[src/rtl/pacman_pkg.sv]
// Shared game-map definitions: tile codes, map size defaults, scheduler states
// and the {y,x} tile-address packing used by the map RAM.
package pacman_pkg;

   localparam logic [3:0] TILE_EMPTY  = 4'd0;
   localparam logic [3:0] TILE_WALL   = 4'd1;
   localparam logic [3:0] TILE_PILL   = 4'd2;
   localparam logic [3:0] TILE_PACMAN = 4'd3;
   localparam logic [3:0] TILE_GHOST  = 4'd4;

   localparam int MAP_W_DEF = 40;
   localparam int MAP_H_DEF = 30;

   typedef enum logic [1:0] {
      IDLE   = 2'd0,
      WR_OLD = 2'd1,
      WR_NEW = 2'd2,
      ACK    = 2'd3
   } sched_state_t;

   function automatic logic [10:0] pack_addr(input logic [4:0] y, input logic [5:0] x);
      return {y, x};
   endfunction

endpackage

[src/rtl/map_write_sched_if.sv]
// Mover-to-scheduler request bus plus the map RAM write port; the scheduler
// uses the slave modport, movers/RAM side the master modport.
interface map_write_sched_if #(
   parameter int NREQ = 5
);
   logic [NREQ-1:0]   req;
   logic [NREQ*6-1:0] old_x;
   logic [NREQ*5-1:0] old_y;
   logic [NREQ*6-1:0] new_x;
   logic [NREQ*5-1:0] new_y;
   logic [NREQ*4-1:0] old_tile;
   logic [NREQ*4-1:0] new_tile;
   logic [NREQ-1:0]   done;
   logic              drop;
   logic              busy;
   logic              ram_wren;
   logic [10:0]       ram_addr;
   logic [3:0]        ram_wdata;

   modport master (
      output req, old_x, old_y, new_x, new_y, old_tile, new_tile,
      input  done, drop, busy, ram_wren, ram_addr, ram_wdata
   );

   modport slave (
      input  req, old_x, old_y, new_x, new_y, old_tile, new_tile,
      output done, drop, busy, ram_wren, ram_addr, ram_wdata
   );
endinterface

[src/rtl/map_write_sched_rr_arbiter.sv]
// Combinational round-robin arbiter: first unmasked request at or after ptr
// wins; one-hot grant, vld when any request is eligible.
module rr_arbiter #(
   parameter int N  = 5,
   parameter int IW = 3
) (
   input  logic [N-1:0]  req,
   input  logic [N-1:0]  mask,
   input  logic [IW-1:0] ptr,
   output logic [N-1:0]  gnt,
   output logic          vld
);
   logic [IW-1:0] idx;

   always_comb begin
      gnt = '0;
      vld = 1'b0;
      idx = '0;
      for (int i = 0; i < N; i++) begin
         idx = IW'((int'(ptr) + i) % N);
         if (!vld && req[idx] && !mask[idx]) begin
            gnt[idx] = 1'b1;
            vld      = 1'b1;
         end
      end
   end
endmodule

[src/rtl/map_write_sched.sv]
// Owns the map RAM write port: grants one mover at a time, erases/restores the
// old tile then writes the new one, then pulses done. Optional: SCHED_VBLANK_GATE_EN.
module map_write_sched
   import pacman_pkg::*;
#(
   parameter int NREQ  = 5,
   parameter int MAP_W = MAP_W_DEF,
   parameter int MAP_H = MAP_H_DEF
) (
   input  logic             CLOCK_50,
   input  logic             reset,
   input  logic             vblank,
   map_write_sched_if.slave bus
);
   localparam int IW = (NREQ > 1) ? $clog2(NREQ) : 1;

   sched_state_t state, state_nxt;

   logic [IW-1:0] ptr, g_r, gnt_idx;
   logic          mask_vld;
   logic [NREQ-1:0] mask, gnt;
   logic          arb_vld, gate, take;

   logic [5:0] old_x_r, new_x_r;
   logic [4:0] old_y_r, new_y_r;
   logic [3:0] old_tile_r, new_tile_r;
   logic       same_r, old_bad_r, new_bad_r;

   logic [5:0] sel_old_x, sel_new_x;
   logic [4:0] sel_old_y, sel_new_y;

`ifdef SCHED_VBLANK_GATE_EN
   assign gate = vblank;
`else
   logic unused_vblank;
   assign unused_vblank = vblank;
   assign gate = 1'b1;
`endif

   // The just-served mover sits out one IDLE cycle so it can retire its req.
   always_comb begin
      mask = '0;
      if (mask_vld) mask[g_r] = 1'b1;
   end

   rr_arbiter #(.N(NREQ), .IW(IW)) u_arb (
      .req  (bus.req),
      .mask (mask),
      .ptr  (ptr),
      .gnt  (gnt),
      .vld  (arb_vld)
   );

   always_comb begin
      gnt_idx = '0;
      for (int i = 0; i < NREQ; i++)
         if (gnt[i]) gnt_idx = IW'(i);
   end

   assign sel_old_x = bus.old_x[int'(gnt_idx)*6 +: 6];
   assign sel_old_y = bus.old_y[int'(gnt_idx)*5 +: 5];
   assign sel_new_x = bus.new_x[int'(gnt_idx)*6 +: 6];
   assign sel_new_y = bus.new_y[int'(gnt_idx)*5 +: 5];

   assign take = (state == IDLE) && arb_vld && gate;

   always_ff @(posedge CLOCK_50) begin
      if (reset) state <= IDLE;
      else       state <= state_nxt;
   end

   always_ff @(posedge CLOCK_50) begin
      if (reset) begin
         ptr        <= '0;
         g_r        <= '0;
         mask_vld   <= 1'b0;
         old_x_r    <= '0;
         old_y_r    <= '0;
         new_x_r    <= '0;
         new_y_r    <= '0;
         old_tile_r <= '0;
         new_tile_r <= '0;
         same_r     <= 1'b0;
         old_bad_r  <= 1'b0;
         new_bad_r  <= 1'b0;
      end else begin
         mask_vld <= (state == ACK);
         if (state == ACK)
            ptr <= (int'(g_r) == NREQ - 1) ? '0 : g_r + 1'b1;
         // Operands are frozen here; the mover may change its inputs mid-service.
         if (take) begin
            g_r        <= gnt_idx;
            old_x_r    <= sel_old_x;
            old_y_r    <= sel_old_y;
            new_x_r    <= sel_new_x;
            new_y_r    <= sel_new_y;
            old_tile_r <= bus.old_tile[int'(gnt_idx)*4 +: 4];
            new_tile_r <= bus.new_tile[int'(gnt_idx)*4 +: 4];
            same_r     <= (sel_old_x == sel_new_x) && (sel_old_y == sel_new_y);
            old_bad_r  <= (int'(sel_old_x) >= MAP_W) || (int'(sel_old_y) >= MAP_H);
            new_bad_r  <= (int'(sel_new_x) >= MAP_W) || (int'(sel_new_y) >= MAP_H);
         end
      end
   end

   always_comb begin
      state_nxt     = state;
      bus.ram_wren  = 1'b0;
      bus.ram_addr  = '0;
      bus.ram_wdata = '0;
      bus.done      = '0;
      bus.drop      = 1'b0;
      bus.busy      = 1'b0;
      case (state)
         IDLE: begin
            if (take) state_nxt = WR_OLD;
         end
         WR_OLD: begin
            bus.busy = 1'b1;
            if (!same_r && !old_bad_r) begin
               bus.ram_wren  = 1'b1;
               bus.ram_addr  = pack_addr(old_y_r, old_x_r);
               bus.ram_wdata = old_tile_r;
            end
            state_nxt = WR_NEW;
         end
         WR_NEW: begin
            bus.busy = 1'b1;
            if (!new_bad_r) begin
               bus.ram_wren  = 1'b1;
               bus.ram_addr  = pack_addr(new_y_r, new_x_r);
               bus.ram_wdata = new_tile_r;
            end
            state_nxt = ACK;
         end
         ACK: begin
            bus.busy     = 1'b1;
            bus.done[g_r] = 1'b1;
            bus.drop     = old_bad_r || new_bad_r;
            state_nxt    = IDLE;
         end
         default: state_nxt = IDLE;
      endcase
   end
endmodule

[src/flat_wrapper.sv]
// flat-port wrapper written by rule: the top's interface ports become plain ports
module map_write_sched_flat import pacman_pkg::*;
#(
   parameter int NREQ  = 5,
   parameter int MAP_W = MAP_W_DEF,
   parameter int MAP_H = MAP_H_DEF
)
  (CLOCK_50, reset, vblank, bus_req, bus_old_x, bus_old_y, bus_new_x, bus_new_y, bus_old_tile, bus_new_tile, bus_done, bus_drop, bus_busy, bus_ram_wren, bus_ram_addr, bus_ram_wdata);
  map_write_sched_if #(.NREQ(NREQ)) bus_i ();
  input  logic CLOCK_50;
  input  logic reset;
  input  logic vblank;
  input wire logic [$bits(bus_i.req)-1:0] bus_req;
  input wire logic [$bits(bus_i.old_x)-1:0] bus_old_x;
  input wire logic [$bits(bus_i.old_y)-1:0] bus_old_y;
  input wire logic [$bits(bus_i.new_x)-1:0] bus_new_x;
  input wire logic [$bits(bus_i.new_y)-1:0] bus_new_y;
  input wire logic [$bits(bus_i.old_tile)-1:0] bus_old_tile;
  input wire logic [$bits(bus_i.new_tile)-1:0] bus_new_tile;
  output wire logic [$bits(bus_i.done)-1:0] bus_done;
  output wire logic [$bits(bus_i.drop)-1:0] bus_drop;
  output wire logic [$bits(bus_i.busy)-1:0] bus_busy;
  output wire logic [$bits(bus_i.ram_wren)-1:0] bus_ram_wren;
  output wire logic [$bits(bus_i.ram_addr)-1:0] bus_ram_addr;
  output wire logic [$bits(bus_i.ram_wdata)-1:0] bus_ram_wdata;
  assign bus_i.req = bus_req;
  assign bus_i.old_x = bus_old_x;
  assign bus_i.old_y = bus_old_y;
  assign bus_i.new_x = bus_new_x;
  assign bus_i.new_y = bus_new_y;
  assign bus_i.old_tile = bus_old_tile;
  assign bus_i.new_tile = bus_new_tile;
  assign bus_done = bus_i.done;
  assign bus_drop = bus_i.drop;
  assign bus_busy = bus_i.busy;
  assign bus_ram_wren = bus_i.ram_wren;
  assign bus_ram_addr = bus_i.ram_addr;
  assign bus_ram_wdata = bus_i.ram_wdata;
  map_write_sched #(.NREQ(NREQ), .MAP_W(MAP_W), .MAP_H(MAP_H)) u_core (.CLOCK_50(CLOCK_50), .reset(reset), .vblank(vblank), .bus(bus_i));
endmodule
[config.mk]
export PLATFORM = sky130hd
export DESIGN_NAME = map_write_sched_flat
export DESIGN_NICKNAME = d
export VERILOG_FILES = /design/src/rtl/pacman_pkg.sv /design/src/rtl/map_write_sched_if.sv /design/src/rtl/map_write_sched_rr_arbiter.sv /design/src/rtl/map_write_sched.sv /design/src/flat_wrapper.sv
export SDC_FILE = /design/constraint.sdc
export NUM_CORES = 1
export LEC_CHECK = 0
export CAP_MARGIN = 20
export CELL_PAD_IN_SITES_DETAIL_PLACEMENT = 0
export CELL_PAD_IN_SITES_GLOBAL_PLACEMENT = 1
export CORE_MARGIN = 8
export CORE_UTILIZATION = 30
export DETAILED_ROUTE_END_ITERATION = 8
export PLACE_DENSITY_LB_ADDON = 0.1
export SLEW_MARGIN = 25
export SYNTH_ARGS = -nofsm -noshare
export SYNTH_HDL_FRONTEND = slang
export SYNTH_SLANG_ARGS = --single-unit
[constraint.sdc]
create_clock -name CLOCK_50 -period 7 [get_ports CLOCK_50]
set_clock_uncertainty 0.2 [all_clocks]
set_input_delay 1.4 -clock CLOCK_50 [delete_from_list [all_inputs] [get_ports CLOCK_50]]
set_output_delay 1.4 -clock CLOCK_50 [all_outputs]
set_load 0.05 [all_outputs]
==> summary.md, run 1 <==
| Metric | Value |
|---|---|
| Leakage power figure | 2.89 nW |
| Latest clock arrival within the worst-skew pair | about 0.28 ns |
| Max_slew headroom | 46.0% |
| Total iterations of the first detailed-routing run | 7 |
| Switching power | 0.00150 W |
| HPWL after detailed placement | between 15000 and 20000 um |
| Minimum setup slack in the final design | 0.518 ns |
| Post-Place Worst Slack | around 0.43 ns |
| Final count of pins violating max slew | 0 |
| Count of different cell masters after synthesis | 75 |
| Largest fanout on the critical path | 11 |
| Minimum clock period | 6.48 ns |
| Number of vias in the routed layout | around 5600 |
| Average cell area after synthesis | approximately 7.6 um^2 |
| Critical path endpoint category | register |
| End point of the worst hold path | u_core.old_x_r[1] |
| Post-cts hold buffer count | 0 |
| Maximum number of buffers from clock root to sink | 2 |
| Number of primary I/O pins | 181 |
| Final number of setup-violating endpoints | 0 |
| Number of clock buffers inserted by TritonCTS | 5 |
| Detailed router's first-iteration violation count | 333 |
| Switching power share of the total | 50.4% |
| Post-synthesis async set-or-reset flop share | 0% |
| Drt total wl | 18700 um |
| Required time at the endpoint of the critical path | between 6 and 7 ns |
| Final core utilization | 44.4% |
| Logic pwr share | around 80% |
| Type of element launching the critical path | register |
| Endpoint arrival time on the critical path | 6.46 ns |
| Vias/cell | 5.28 |
| Net count of the mapped netlist | 860 |
| Sequential-to-total area share from yosys stat | 16.4% |
| First-pass GRT wire length | 29500 um |
| Flop2flop setup slack | 0.52 ns |
| Core area | roughly 17000 um^2 |
| Startpoint of the worst hold path | u_core.old_x_r[1] |
| Post-detailed-route wirelength per cell | about 18 um |
| Antenna violation net count after detailed routing | 0 |
| Run status | complete, no violations |
| Most frequent cells in the layout | sky130_fd_sc_hd__clkdlybuf4s50_1 (179), sky130_fd_sc_hd__nand2_1 (75), sky130_fd_sc_hd__nor2_1 (64) |
| Residual DRC | 0 |
| Largest voltage drop on the vdd net | 0.000258 V |
| Number of global-route vias before repair | 5740 |
| Worst Hold Class | register to register |
| Routability congestion estimate | around 0.85 |
| Number of buffers added on ports | about 180 |
| Path type of the worst setup path | register to register |
| Count of H-tree levels built during CTS | 2 |
| Number of warnings printed during yosys synthesis | 0 |
| Filler Cell Count | roughly 1600 |
| Area of the mapped netlist | 5120 um^2 |
| Portion of total power attributed to the clock network | 8.9% |
| Launching point of the worst reg2reg path | u_core.ptr[1] |
| Width of the die | between 100 and 150 um |
| Placement Rows | between 40 and 50 |
| Post-synthesis to final-layout area growth | 44.2% |
| Instance count of the mapped netlist | a little under 700 |
| Maximum number of pins on one net before global-route repair | 54 |
| Clock tree from TritonCTS | yes |
| Fraction of layout cells with a size suffix above 1 | 8.68% |
| Relative contribution of sequential cells to total power | 13.0% |
| Die area | 21500 um^2 |
| Overall die height | between 100 and 150 um |
| Number of violations of the max-capacitance limit | 0 |
| Reg2Reg Capture Point | u_core.same_r |
| Internal power of the cells | 0.00148 W |
| Hold depth | 2 |
| Main synth FF type | sky130_fd_sc_hd__dfxtp_1 |
| Setup Total Neg Slack | 0 ns |
| Transition time of the tightest slew-check pin | 0.809 ns |
| Leading cell type in the layout, fill and taps excluded | sky130_fd_sc_hd__clkdlybuf4s50_1 |
| Power per cell area | 403 nW/um^2 |
| Crit share post-route | a little over 90% |
| GR Overflow Total | 0 |
| Aggregate global-route resource usage | 16.6% |
| Max Clk Rate | 154 MHz |
| Effective utilization at floorplan | between 30% and 40% |
| Clock sink total | 42 |
| Number of enable flip-flop cells after synthesis | 0 |
| Number of diodes added for antenna fixing | 0 |
| Final hold viol count | 0 |
| Total Nets Final | 1026 |
| CTS clock-pin slew for the worst setup and hold paths | approximately 0.06 ns |
| Cell depth of the worst flop-to-flop path | 25 |
| Yosys reg bits | 42 |
| Cell at the root of the clock tree | sky130_fd_sc_hd__clkbuf_16 |
| Antenna violations before repair | 0 |
[timing repair]
action,in CTS,in global routing
hold endpoints to repair,0,0
resized for setup,0,3
setup endpoints to repair,0,1
setup buffers,0,0
[sequential cells by signal, summed over array words and instances (netlist names)]
register	count
u_core.mask_vld	1
u_core.new_x_r	6
u_core.new_bad_r	1
u_core.old_tile_r	4
u_core.new_y_r	5
u_core.old_x_r	6
u_core.new_tile_r	4
u_core.ptr	3
u_core.old_y_r	5
u_core.same_r	1
u_core.old_bad_r	1
u_core.state	2
u_core.g_r	3
[worst max-delay path: stages, from the launching register on]
cell,delay (ns)
sky130_fd_sc_hd__dfxtp_1,0.31
sky130_fd_sc_hd__inv_1,0.07
sky130_fd_sc_hd__ha_1,0.18
sky130_fd_sc_hd__inv_1,0.08
sky130_fd_sc_hd__ha_1,0.30
sky130_fd_sc_hd__inv_1,0.10
sky130_fd_sc_hd__ha_1,0.24
sky130_fd_sc_hd__nor3_1,0.26
sky130_fd_sc_hd__nor3_1,0.10
sky130_fd_sc_hd__nor2_1,0.23
sky130_fd_sc_hd__inv_1,0.11
sky130_fd_sc_hd__ha_1,0.19
sky130_fd_sc_hd__nand2b_1,0.16
sky130_fd_sc_hd__a221oi_2,0.30
sky130_fd_sc_hd__a21oi_2,0.18
sky130_fd_sc_hd__o311ai_2,0.35
sky130_fd_sc_hd__a21oi_1,0.07
sky130_fd_sc_hd__o21a_1,0.24
sky130_fd_sc_hd__or4b_4,0.60
sky130_fd_sc_hd__nand2_4,0.17
sky130_fd_sc_hd__mux2_2,0.35
sky130_fd_sc_hd__a222oi_1,0.45
sky130_fd_sc_hd__xor2_1,0.18
sky130_fd_sc_hd__a2111oi_4,0.42
sky130_fd_sc_hd__o2111ai_1,0.18
sky130_fd_sc_hd__o41ai_1,0.37
[power groups by stage]
stage / Clock, W / Combinational [W] / Sequential [W]
floorplan: 0 / 0.00170 / 0.000369
finish: 0.000266 / 0.00232 / 0.000387
global placement: 0 / 0.00228 / 0.000387
CTS: 0.000271 / 0.00232 / 0.000387
detailed placement: 0 / 0.00231 / 0.000392
global route: 0.000281 / 0.00256 / 0.000399
[per-stage QoR]
stage / area (um^2) / cells / hold slack [ns] / power (W)
after CTS: 7360 / 1061 / 0.255 / 0.00298
after detailed placement: 7200 / 1053 / 0.247 / 0.00270
after global routing: 7390 / 1061 / 0.273 / 0.00324
final: 7390 / 1061 / 0.256 / 0.00298
after floorplan: 5120 / 674 / 0.236 / 0.00206
after global placement: 7190 / 1053 / 0.244 / 0.00267
[area by class of cell]
| class | instances | area, um^2 | share of cell area, % |
|---|---|---|---|
| inverters | 24 | 90.1 | 1.22 |
| flip-flops and latches | 42 | 841 | 11.4 |
| repair buffers | 208 | 2010 | 27.2 |
| clock buffers | 6 | 129 | 1.74 |
| clock inverters | 2 | 37.5 | 0.508 |
| multi-input cells | 559 | 4010 | 54.2 |
| well taps | 220 | 275 | 3.73 |
[logic make-up (layout without fill, tap and decap cells)]
kind of cell             after synthesis  after routing  synth area share [%]
buffers and inverters                 73            240                  6.35
AO/OA/AOI/OAI                        180            180                  26.1
XOR/XNOR                              28             28                  4.79
AND/OR/NAND/NOR                      242            242                  23.2
adder cells (fa/ha/maj)               28             28                  6.84
multiplexers                          81             81                  16.3
flip-flops                            42             42                  16.4
[layer usage]
metal	track usage (%)	vias to the layer above	routed length (um)
li1	-	2816	-
met1	20.4	2606	8340
met2	28.5	167	8920
met3	4.36	12	1230
met4	2.99	0	198
met5	0	-	0
[how the worst max path moves through the flow]
stage	from	endpoint	slack (ns)	cells after the start
floorplan	u_core.ptr[0]	u_core.same_r	0.42	29
global placement	u_core.ptr[0]	u_core.same_r	0.51	25
detailed placement	u_core.ptr[1]	u_core.same_r	0.43	25
CTS	u_core.ptr[1]	u_core.same_r	0.37	25
global route	u_core.ptr[1]	u_core.same_r	-0.01	26
finish	u_core.ptr[1]	u_core.same_r	0.52	25
[synth_stat cells (4+ instances only)]
cell,number,share of area [%]
sky130_fd_sc_hd__a211oi_1,22,3.2
sky130_fd_sc_hd__nor3_1,20,2.0
sky130_fd_sc_hd__xnor2_1,18,3.1
sky130_fd_sc_hd__nand2_1,75,5.5
sky130_fd_sc_hd__nand2b_1,11,1.3
sky130_fd_sc_hd__a31oi_1,7,0.85
sky130_fd_sc_hd__nor4b_1,4,0.68
sky130_fd_sc_hd__nor2_1,64,4.7
sky130_fd_sc_hd__buf_1,5,0.37
sky130_fd_sc_hd__mux2_2,15,3.3
sky130_fd_sc_hd__a311oi_1,9,1.5
sky130_fd_sc_hd__dfxtp_1,42,16
sky130_fd_sc_hd__inv_1,24,1.8
sky130_fd_sc_hd__o21ai_0,18,1.8
sky130_fd_sc_hd__nand3_1,15,1.5
sky130_fd_sc_hd__xor2_1,10,1.7
sky130_fd_sc_hd__and3_1,5,0.61
sky130_fd_sc_hd__a22oi_1,18,2.6
sky130_fd_sc_hd__clkbuf_1,30,2.2
sky130_fd_sc_hd__o21a_1,9,1.3
sky130_fd_sc_hd__and2_1,4,0.49
sky130_fd_sc_hd__o211a_1,5,0.98
sky130_fd_sc_hd__nor2b_1,18,2.2
sky130_fd_sc_hd__mux2i_1,63,12
sky130_fd_sc_hd__ha_1,28,6.8
sky130_fd_sc_hd__a222oi_1,6,1.2
sky130_fd_sc_hd__nand3b_1,5,0.73
sky130_fd_sc_hd__buf_2,8,0.78
sky130_fd_sc_hd__o211ai_1,10,1.5
sky130_fd_sc_hd__a21oi_1,29,2.8
Power figures use the tool's default switching activity.
==> inputs of run 2 (changes only) <==
--- a/config.mk
+++ b/config.mk
@@ -11,7 +11,7 @@
 export CORE_MARGIN = 8
 export CORE_UTILIZATION = 30
 export DETAILED_ROUTE_END_ITERATION = 8
-export PLACE_DENSITY_LB_ADDON = 0.1
+export PLACE_DENSITY = 0.79
 export SLEW_MARGIN = 25
 export SYNTH_ARGS = -nofsm -noshare
 export SYNTH_HDL_FRONTEND = slang
==> run 2 against run 1 <==
Against the previous run: clock power fell by 14%; critical endpoint unchanged; count of clock-buffer cells in the layout is 1 lower; sequential cell count unchanged; sequential share of layout area increased by 0.052 points; register-to-register slack hardly changed.
==> summary.md, run 2 (same netlist as run 1, synthesis figures left out) <==
| Metric | Value |
|---|---|
| Largest fanout on the critical path | 17 (was 11) |
| Critical path endpoint category | register (unchanged) |
| Number of global-route vias before repair | 5530 (was 5740) |
| Post-Place Worst Slack | 0.514 ns (was 0.427 ns) |
| HPWL after detailed placement | 14200 um (was 15200 um) |
| Path type of the worst setup path | register to register (unchanged) |
| Final Hold Slack | 0.259 ns (was 0.256 ns) |
| Core area | 16600 um^2 (unchanged) |
| Type of element launching the critical path | register (unchanged) |
| Leakage power figure | 2.88 nW (was 2.89 nW) |
| Vias/cell | 5.21 (was 5.28) |
| Final Non-Filler Cells | 1061 (unchanged) |
| Max_slew headroom | 51.2% (was 46.0%) |
| Aggregate global-route resource usage | 15.7% (was 16.6%) |
| Final count of pins violating max slew | 0 (unchanged) |
| Number of buffers added on ports | 179 (unchanged) |
| Detailed router's first-iteration violation count | 333 (unchanged) |
| Transition time of the tightest slew-check pin | 0.731 ns (was 0.809 ns) |
| Routability congestion estimate | 0.843 (was 0.851) |
| Count of H-tree levels built during CTS | 2 (unchanged) |
| Latest clock arrival within the worst-skew pair | 0.29 ns (was 0.28 ns) |
| Post-cts hold buffer count | 0 (unchanged) |
| DP Cell Count | 1054 (was 1053) |
| Number of diodes added for antenna fixing | 0 (unchanged) |
| Width of the die | 147 um (unchanged) |
| Worst Hold Class | register to register (unchanged) |
| Maximum number of pins on one net before global-route repair | 54 (unchanged) |
| Post-detailed-route wirelength per cell | 16.7 um (was 17.6 um) |
| Minimum clock period | 6.48 ns (about the same) |
| Drt total wl | 17700 um (was 18700 um) |
| Total iterations of the first detailed-routing run | 5 (was 7) |
| Final number of setup-violating endpoints | 0 (unchanged) |
| Placement Rows | 47 (unchanged) |
| Run status | complete, no violations (unchanged) |
| Number of clock buffers inserted by TritonCTS | 5 (unchanged) |
| Minimum setup slack in the final design | 0.518 ns (about the same) |
| Setup Total Neg Slack | 0 ns (unchanged) |
| Total Nets Final | 1027 (was 1026) |
| Die area | 21500 um^2 (unchanged) |
| Number of primary I/O pins | 181 (unchanged) |
| Antenna violations before repair | 0 (unchanged) |
| Gates resized, CTS repair | 0 (unchanged) |
| Number of buffers inserted by post-CTS setup repair | 0 (unchanged) |
| Residual DRC | 0 (unchanged) |
| Power per cell area | 393 nW/um^2 (was 403 nW/um^2) |
| Antenna violation net count after detailed routing | 0 (unchanged) |
| Required time at the endpoint of the critical path | 6.99 ns (was 6.98 ns) |
| Clock sink total | 42 (unchanged) |
| Clock tree from TritonCTS | yes (unchanged) |
| Leading cell type in the layout, fill and taps excluded | sky130_fd_sc_hd__clkdlybuf4s50_1 (unchanged) |
| Cell at the root of the clock tree | sky130_fd_sc_hd__clkbuf_16 (unchanged) |
| Final hold viol count | 0 (unchanged) |
| Most frequent cells in the layout | sky130_fd_sc_hd__clkdlybuf4s50_1 (179), sky130_fd_sc_hd__nand2_1 (75), sky130_fd_sc_hd__nor2_1 (64) (unchanged) |
| Number of vias in the routed layout | 5523 (was 5601) |
| Fraction of layout cells with a size suffix above 1 | 8.56% (was 8.68%) |
| Number of violations of the max-capacitance limit | 0 (unchanged) |
| GR Overflow Total | 0 (unchanged) |
| Largest voltage drop on the vdd net | 0.000207 V (was 0.000258 V) |
| Largest registers in the final layout | u_core.new_x_r x6, u_core.old_x_r x6 (unchanged) |
| Crit share post-route | 92.6% (about the same) |
| Effective utilization at floorplan | 30.8% (unchanged) |
| Endpoint arrival time on the critical path | 6.48 ns (was 6.46 ns) |
| Overall die height | 147 um (unchanged) |
| RSZ-0062 raised after global routing | no |
| First-pass GRT wire length | 28100 um (was 29500 um) |
| CTS clock-pin slew for the worst setup and hold paths | 0.07 ns (was 0.06 ns) |
| Filler Cell Count | 1676 (was 1639) |
| Maximum number of buffers from clock root to sink | 2 (unchanged) |
| Max Clk Rate | 154 MHz (about the same) |
| Post-synthesis to final-layout area growth | 43.6% (was 44.2%) |
[run 2: cell types whose count changed in the layout (fill, tap and decap cells not counted), sizes merged]
cell	delta
clkinvlp	+1
clkbuf	-1
buf	+1
bufinv	-1
[run 2: routing by layer]
layer,GRT usage (%),routed length (um),up-vias
li1,-,-,2815
met1,18.4,7620,2559
met2,28.2,8850,135
met3,3.77,1020,14
met4,3.61,250,0
met5,0,0,-
[run 2: path summary, 6_finish.rpt]
kind	startpoint	to	slack, ns	cells after the start
min reg2reg	u_core.new_x_r[1]	u_core.new_x_r[1]	0.26	2
max reg2reg	u_core.ptr[1]	u_core.same_r	0.52	26
min	u_core.new_x_r[1]	u_core.new_x_r[1]	0.26	2
max	u_core.ptr[1]	u_core.same_r	0.52	26
[run 2: report_power, final]
group	leakage (nW)	internal (W)	switching, W
clock network	0.0619	0.000130	0.0000983
registers	0.348	0.000327	0.0000608
logic	2.47	0.000966	0.00131
[run 2: layout make-up]
cell class              instances  area [um^2]  share of cell area (%)
clock inverters                 2         15.0                   0.204
multi-input cells             559         3980                    54.1
flip-flops and latches         42          841                    11.4
clock buffers                   5          125                    1.70
repair buffers                209         2030                    27.6
inverters                      24         90.1                    1.22
well taps                     220          275                    3.74
[run 2: worst max-delay path: stages (launching register included)]
cell	delay (ns)
sky130_fd_sc_hd__dfxtp_1	0.31
sky130_fd_sc_hd__inv_1	0.08
sky130_fd_sc_hd__ha_1	0.17
sky130_fd_sc_hd__inv_1	0.08
sky130_fd_sc_hd__ha_1	0.30
sky130_fd_sc_hd__inv_1	0.09
sky130_fd_sc_hd__ha_1	0.23
sky130_fd_sc_hd__nor3_1	0.28
sky130_fd_sc_hd__nor3_1	0.11
sky130_fd_sc_hd__nor2_1	0.15
sky130_fd_sc_hd__inv_1	0.08
sky130_fd_sc_hd__ha_1	0.17
sky130_fd_sc_hd__nand2b_1	0.17
sky130_fd_sc_hd__a221oi_2	0.31
sky130_fd_sc_hd__a21oi_2	0.17
sky130_fd_sc_hd__o311ai_1	0.46
sky130_fd_sc_hd__a21oi_1	0.09
sky130_fd_sc_hd__o21a_1	0.25
sky130_fd_sc_hd__or4b_4	0.59
sky130_fd_sc_hd__nand2_4	0.23
sky130_fd_sc_hd__mux2_2	0.37
sky130_fd_sc_hd__a222oi_1	0.30
sky130_fd_sc_hd__buf_4	0.19
sky130_fd_sc_hd__xor2_1	0.08
sky130_fd_sc_hd__a2111oi_2	0.43
sky130_fd_sc_hd__o2111ai_1	0.17
sky130_fd_sc_hd__o41ai_1	0.34
[run 2: stage by stage]
stage,power [W],util (%),cell area [um^2]
global placement,0.00267,43.3,7210
floorplan,0.00206,-,5120
finish,0.00289,44.2,7360
detailed placement,0.00267,43.4,7220
global route,0.00314,44.2,7360
CTS,0.00292,44.2,7360
==> inputs of run 3 (changes only) <==
--- a/config.mk
+++ b/config.mk
@@ -5,13 +5,14 @@
 export SDC_FILE = /design/constraint.sdc
 export NUM_CORES = 1
 export LEC_CHECK = 0
+export ABC_AREA = 1
 export CAP_MARGIN = 20
 export CELL_PAD_IN_SITES_DETAIL_PLACEMENT = 0
 export CELL_PAD_IN_SITES_GLOBAL_PLACEMENT = 1
 export CORE_MARGIN = 8
-export CORE_UTILIZATION = 30
+export CORE_UTILIZATION = 28
 export DETAILED_ROUTE_END_ITERATION = 8
-export PLACE_DENSITY = 0.79
+export PLACE_DENSITY = 0.78
 export SLEW_MARGIN = 25
 export SYNTH_ARGS = -nofsm -noshare
 export SYNTH_HDL_FRONTEND = slang
==> run 3 against run 2 <==
Against the previous run: routed wire length grew 22%; power up 26%; utilization shrank 4.8 points; sequential share of layout area fell by 0.53 points; clock power rose by 4%; via count grew 21%; highest routed layer is now met5.
==> summary.md, run 3 <==
| Metric | Value |
|---|---|
| Count of H-tree levels built during CTS | 2 (unchanged) |
| Number of primary I/O pins | 181 (unchanged) |
| Hold depth | 2 (unchanged) |
| Leakage power figure | 3.58 nW (was 2.88 nW) |
| Net count of the mapped netlist | 1171 (was 860) |
| Library cell occupying the most area in the post-synthesis netlist | sky130_fd_sc_hd__nand2_1 (was sky130_fd_sc_hd__dfxtp_1) |
| Instance count of the mapped netlist | 985 (was 674) |
| Number of warnings printed during yosys synthesis | 0 (unchanged) |
| Most frequent cells in the layout | sky130_fd_sc_hd__nand2_1 (276), sky130_fd_sc_hd__clkdlybuf4s50_1 (179), sky130_fd_sc_hd__nand3_1 (149) (was sky130_fd_sc_hd__clkdlybuf4s50_1 (179), sky130_fd_sc_hd__nand2_1 (75), sky130_fd_sc_hd__nor2_1 (64)) |
| Post-synthesis async set-or-reset flop share | 0% (unchanged) |
| Number of global-route vias before repair | 6588 (was 5530) |
| Largest registers in the final layout | u_core.new_x_r x6, u_core.old_x_r x6 (unchanged) |
| Power per cell area | 471 nW/um^2 (was 393 nW/um^2) |
| Switching power share of the total | 60.1% (was 50.8%) |
| Core area | 19600 um^2 (was 16600 um^2) |
| RSZ-0062 raised after global routing | no (unchanged) |
| Cell at the root of the clock tree | sky130_fd_sc_hd__clkbuf_16 (unchanged) |
| Portion of total power attributed to the clock network | 6.5% (was 7.9%) |
| Cell with the largest stage delay on the worst path | sky130_fd_sc_hd__clkinv_1 (was sky130_fd_sc_hd__or4b_4) |
| Number of clock buffers inserted by TritonCTS | 5 (unchanged) |
| CTS clock-pin slew for the worst setup and hold paths | 0.07 ns (about the same) |
| Residual DRC | 0 (unchanged) |
| Multi-input combinational cell area | 4010 um^2 (was 3980 um^2) |
| Fraction of layout cells with a size suffix above 1 | 8.47% (was 8.56%) |
| Post-cts hold buffer count | 0 (unchanged) |
| Final count of pins violating max slew | 0 (unchanged) |
| Placement Rows | 51 (was 47) |
| Finished Cell Area | 7710 um^2 (was 7360 um^2) |
| Area taken by flip-flops and latches | 841 um^2 (unchanged) |
| Number of diodes added for antenna fixing | 0 (unchanged) |
| Final hold viol count | 0 (unchanged) |
| Endpoint arrival time on the critical path | 5.93 ns (was 6.48 ns) |
| Clock tree from TritonCTS | yes (unchanged) |
| Clock sink total | 42 (unchanged) |
| Reg2Reg Capture Point | u_core.same_r (unchanged) |
| Leading cell types by total area after synthesis | sky130_fd_sc_hd__nand2_1 (18%), sky130_fd_sc_hd__dfxtp_1 (15%), sky130_fd_sc_hd__nand3_1 (13%) (was sky130_fd_sc_hd__dfxtp_1 (16%), sky130_fd_sc_hd__mux2i_1 (12%), sky130_fd_sc_hd__ha_1 (6.8%)) |
| Yosys reg bits | 42 (unchanged) |
| Antenna violation net count after detailed routing | 0 (unchanged) |
| End point of the worst hold path | u_core.old_tile_r[0] (was u_core.new_x_r[1]) |
| Largest voltage drop on the vdd net | 0.000330 V (was 0.000207 V) |
| Maximum number of pins on one net before global-route repair | 51 (was 54) |
| Number of enable flip-flop cells after synthesis | 0 (unchanged) |
| Aggregate global-route resource usage | 17.4% (was 15.7%) |
| Detailed router's first-iteration violation count | 378 (was 333) |
| Placement Cell Area | 7560 um^2 (was 7220 um^2) |
| Run status | complete, no violations (unchanged) |
| Average cell area after synthesis | 5.70 um^2 (was 7.60 um^2) |
| Number of violations of the max-capacitance limit | 0 (unchanged) |
| Yosys top cell area share | 18.5% (was 16.4%) |
| Most common cell in the synthesized netlist | sky130_fd_sc_hd__nand2_1 (unchanged) |
| Total iterations of the first detailed-routing run | 4 (was 5) |
| Overall die height | 158 um (was 147 um) |
| Critical path endpoint category | register (unchanged) |
| Total Nets Final | 1319 (was 1027) |
| Effective utilization at floorplan | 28.7% (was 30.8%) |
| Largest fanout on the critical path | 16 (was 17) |
| Number of vias in the routed layout | 6703 (was 5523) |
| Path type of the worst setup path | register to register (unchanged) |
| Vias/cell | 4.79 (was 5.21) |
| Internal power of the cells | 0.00145 W (was 0.00142 W) |
| Met3 track utilization from global routing | 4.74% (was 3.77%) |
| Type of element launching the critical path | register (unchanged) |
| Startpoint of the worst hold path | u_core.old_tile_r[0] (was u_core.new_x_r[1]) |
| Post-synth top cells | sky130_fd_sc_hd__nand2_1 (276), sky130_fd_sc_hd__nand3_1 (149), sky130_fd_sc_hd__inv_1 (106) (was sky130_fd_sc_hd__nand2_1 (75), sky130_fd_sc_hd__nor2_1 (64), sky130_fd_sc_hd__mux2i_1 (63)) |
| Final number of setup-violating endpoints | 0 (unchanged) |
| Main synth FF type | sky130_fd_sc_hd__dfxtp_1 (unchanged) |
| Switching power | 0.00219 W (was 0.00147 W) |
| Width of the die | 158 um (was 147 um) |
| Crit share post-route | 84.3% (was 92.6%) |
| Flop2flop setup slack | 1.10 ns (was 0.52 ns) |
| GR Overflow Total | 0 (unchanged) |
| Routing layer with the top usage in global route | met2 (unchanged) |
| Launching point of the worst reg2reg path | u_core.ptr[0] (was u_core.ptr[1]) |
| Max_slew headroom | 40.6% (was 51.2%) |
| Maximum number of buffers from clock root to sink | 2 (unchanged) |
| Filler Cell Count | 2157 (was 1676) |
| Post-detailed-route wirelength per cell | 15.5 um (was 16.7 um) |
| Cell depth of the worst flop-to-flop path | 34 (was 26) |
| Final Hold Slack | 0.267 ns (was 0.259 ns) |
| Leading cell type in the layout, fill and taps excluded | sky130_fd_sc_hd__nand2_1 (was sky130_fd_sc_hd__clkdlybuf4s50_1) |
| HPWL after detailed placement | 17200 um (was 14200 um) |
| Routability congestion estimate | 0.861 (was 0.843) |
| Worst Hold Class | register to register (unchanged) |
| Relative contribution of sequential cells to total power | 10.3% (was 13.4%) |
| Number of buffers inserted by post-CTS setup repair | 0 (unchanged) |
| Latest clock arrival within the worst-skew pair | 0.30 ns (was 0.29 ns) |
| Gates resized, CTS repair | 0 (unchanged) |
| Antenna violations before repair | 3 (was 0) |
| Post-synthesis to final-layout area growth | 37.4% (was 43.6%) |
| Met2 GRT Util | 31.6% (was 28.2%) |
| Number of buffers added on ports | 179 (unchanged) |
| Max Clk Rate | 169 MHz (was 154 MHz) |
| Worst setup path startpoint | u_core.ptr[0] (was u_core.ptr[1]) |
| Transition time of the tightest slew-check pin | 0.889 ns (was 0.731 ns) |
| First-pass GRT wire length | 34400 um (was 28100 um) |
| Die area | 24800 um^2 (was 21500 um^2) |
| Logic pwr share | 83.2% (was 78.7%) |
| Sequential-to-total area share from yosys stat | 15.0% (was 16.4%) |
| Slowest stage delay, CP | 0.49 ns (was 0.59 ns) |
| Area of the mapped netlist | 5610 um^2 (was 5120 um^2) |
| Setup Total Neg Slack | 0 ns (unchanged) |
| Minimum clock period | 5.90 ns (was 6.48 ns) |
| Required time at the endpoint of the critical path | 7.03 ns (was 6.99 ns) |
| Drt total wl | 21600 um (was 17700 um) |
| Met1 track demand over resource | 20.2% (was 18.4%) |
| Count of different cell masters after synthesis | 47 (was 75) |
==> run 3: cell type report <==
cell class,count,area share [%]
clock buffer,5,1.62
clock inverter,3,0.276
inverter,126,6.15
multi-input combinational,765,52.0
sequential,42,10.9
tap,265,4.30
timing repair buffer,193,24.8
==> run 3: power by group through the flow <==
stage / Combinational, W / Clock, W / Sequential, W
6_report: 0.00302 / 0.000237 / 0.000374
5_1_grt: 0.00346 / 0.000250 / 0.000382
3_5_place_dp: 0.00307 / 0 / 0.000377
3_3_place_gp: 0.00305 / 0 / 0.000377
2_1_floorplan: 0.00229 / 0 / 0.000365
4_1_cts: 0.00308 / 0.000239 / 0.000373
==> run 3: cells by family after synthesis <==
family                     share of synthesized area [%]
buffers and inverters                               13.8
xor gates and xnor gates                            1.83
DFF                                                 15.0
and+or+nand+nor                                     46.3
AOI/OAI and AO/OA                                   16.3
muxes                                              0.535
adders and majority gates                           6.24
==> run 3: metrics by stage <==
| stage | worst slack [ns] | total power [W] | util (%) | std cells |
|---|---|---|---|---|
| 6_report | 1.10 | 0.00363 | 39.4 | 1399 |
| 3_3_place_gp | 1.15 | 0.00342 | 38.6 | 1391 |
| 2_1_floorplan | 2.38 | 0.00265 | - | 985 |
| 3_5_place_dp | 1.11 | 0.00345 | 38.6 | 1391 |
| 4_1_cts | 1.08 | 0.00369 | 39.4 | 1399 |
| 5_1_grt | 0.470 | 0.00409 | 39.4 | 1399 |
==> run 3: layer usage <==
layer,part of all wire [%],wire [um]
met2,50,10800
met1,42,9170
met3,6.8,1470
met5,0.19,41
met4,0.78,168
==> run 3: worst max path at each step <==
stage / end / slack (ns) / cells after the start
6_report: u_core.same_r / 1.10 / 34
5_1_grt: u_core.same_r / 0.47 / 36
4_1_cts: u_core.same_r / 1.08 / 33
3_5_place_dp: u_core.same_r / 1.11 / 33
3_3_place_gp: u_core.same_r / 1.15 / 33
2_1_floorplan: u_core.same_r / 2.38 / 33
==> run 3: critical path, delay by kind of cell (launching register included) <==
family | cells | cell delay [ns]
flops | 1 | 0.30
xor+xnor | 2 | 0.59
simple gates | 19 | 2.12
fa+ha+maj | 4 | 0.98
compound gates | 1 | 0.12
buf+inv | 8 | 1.54
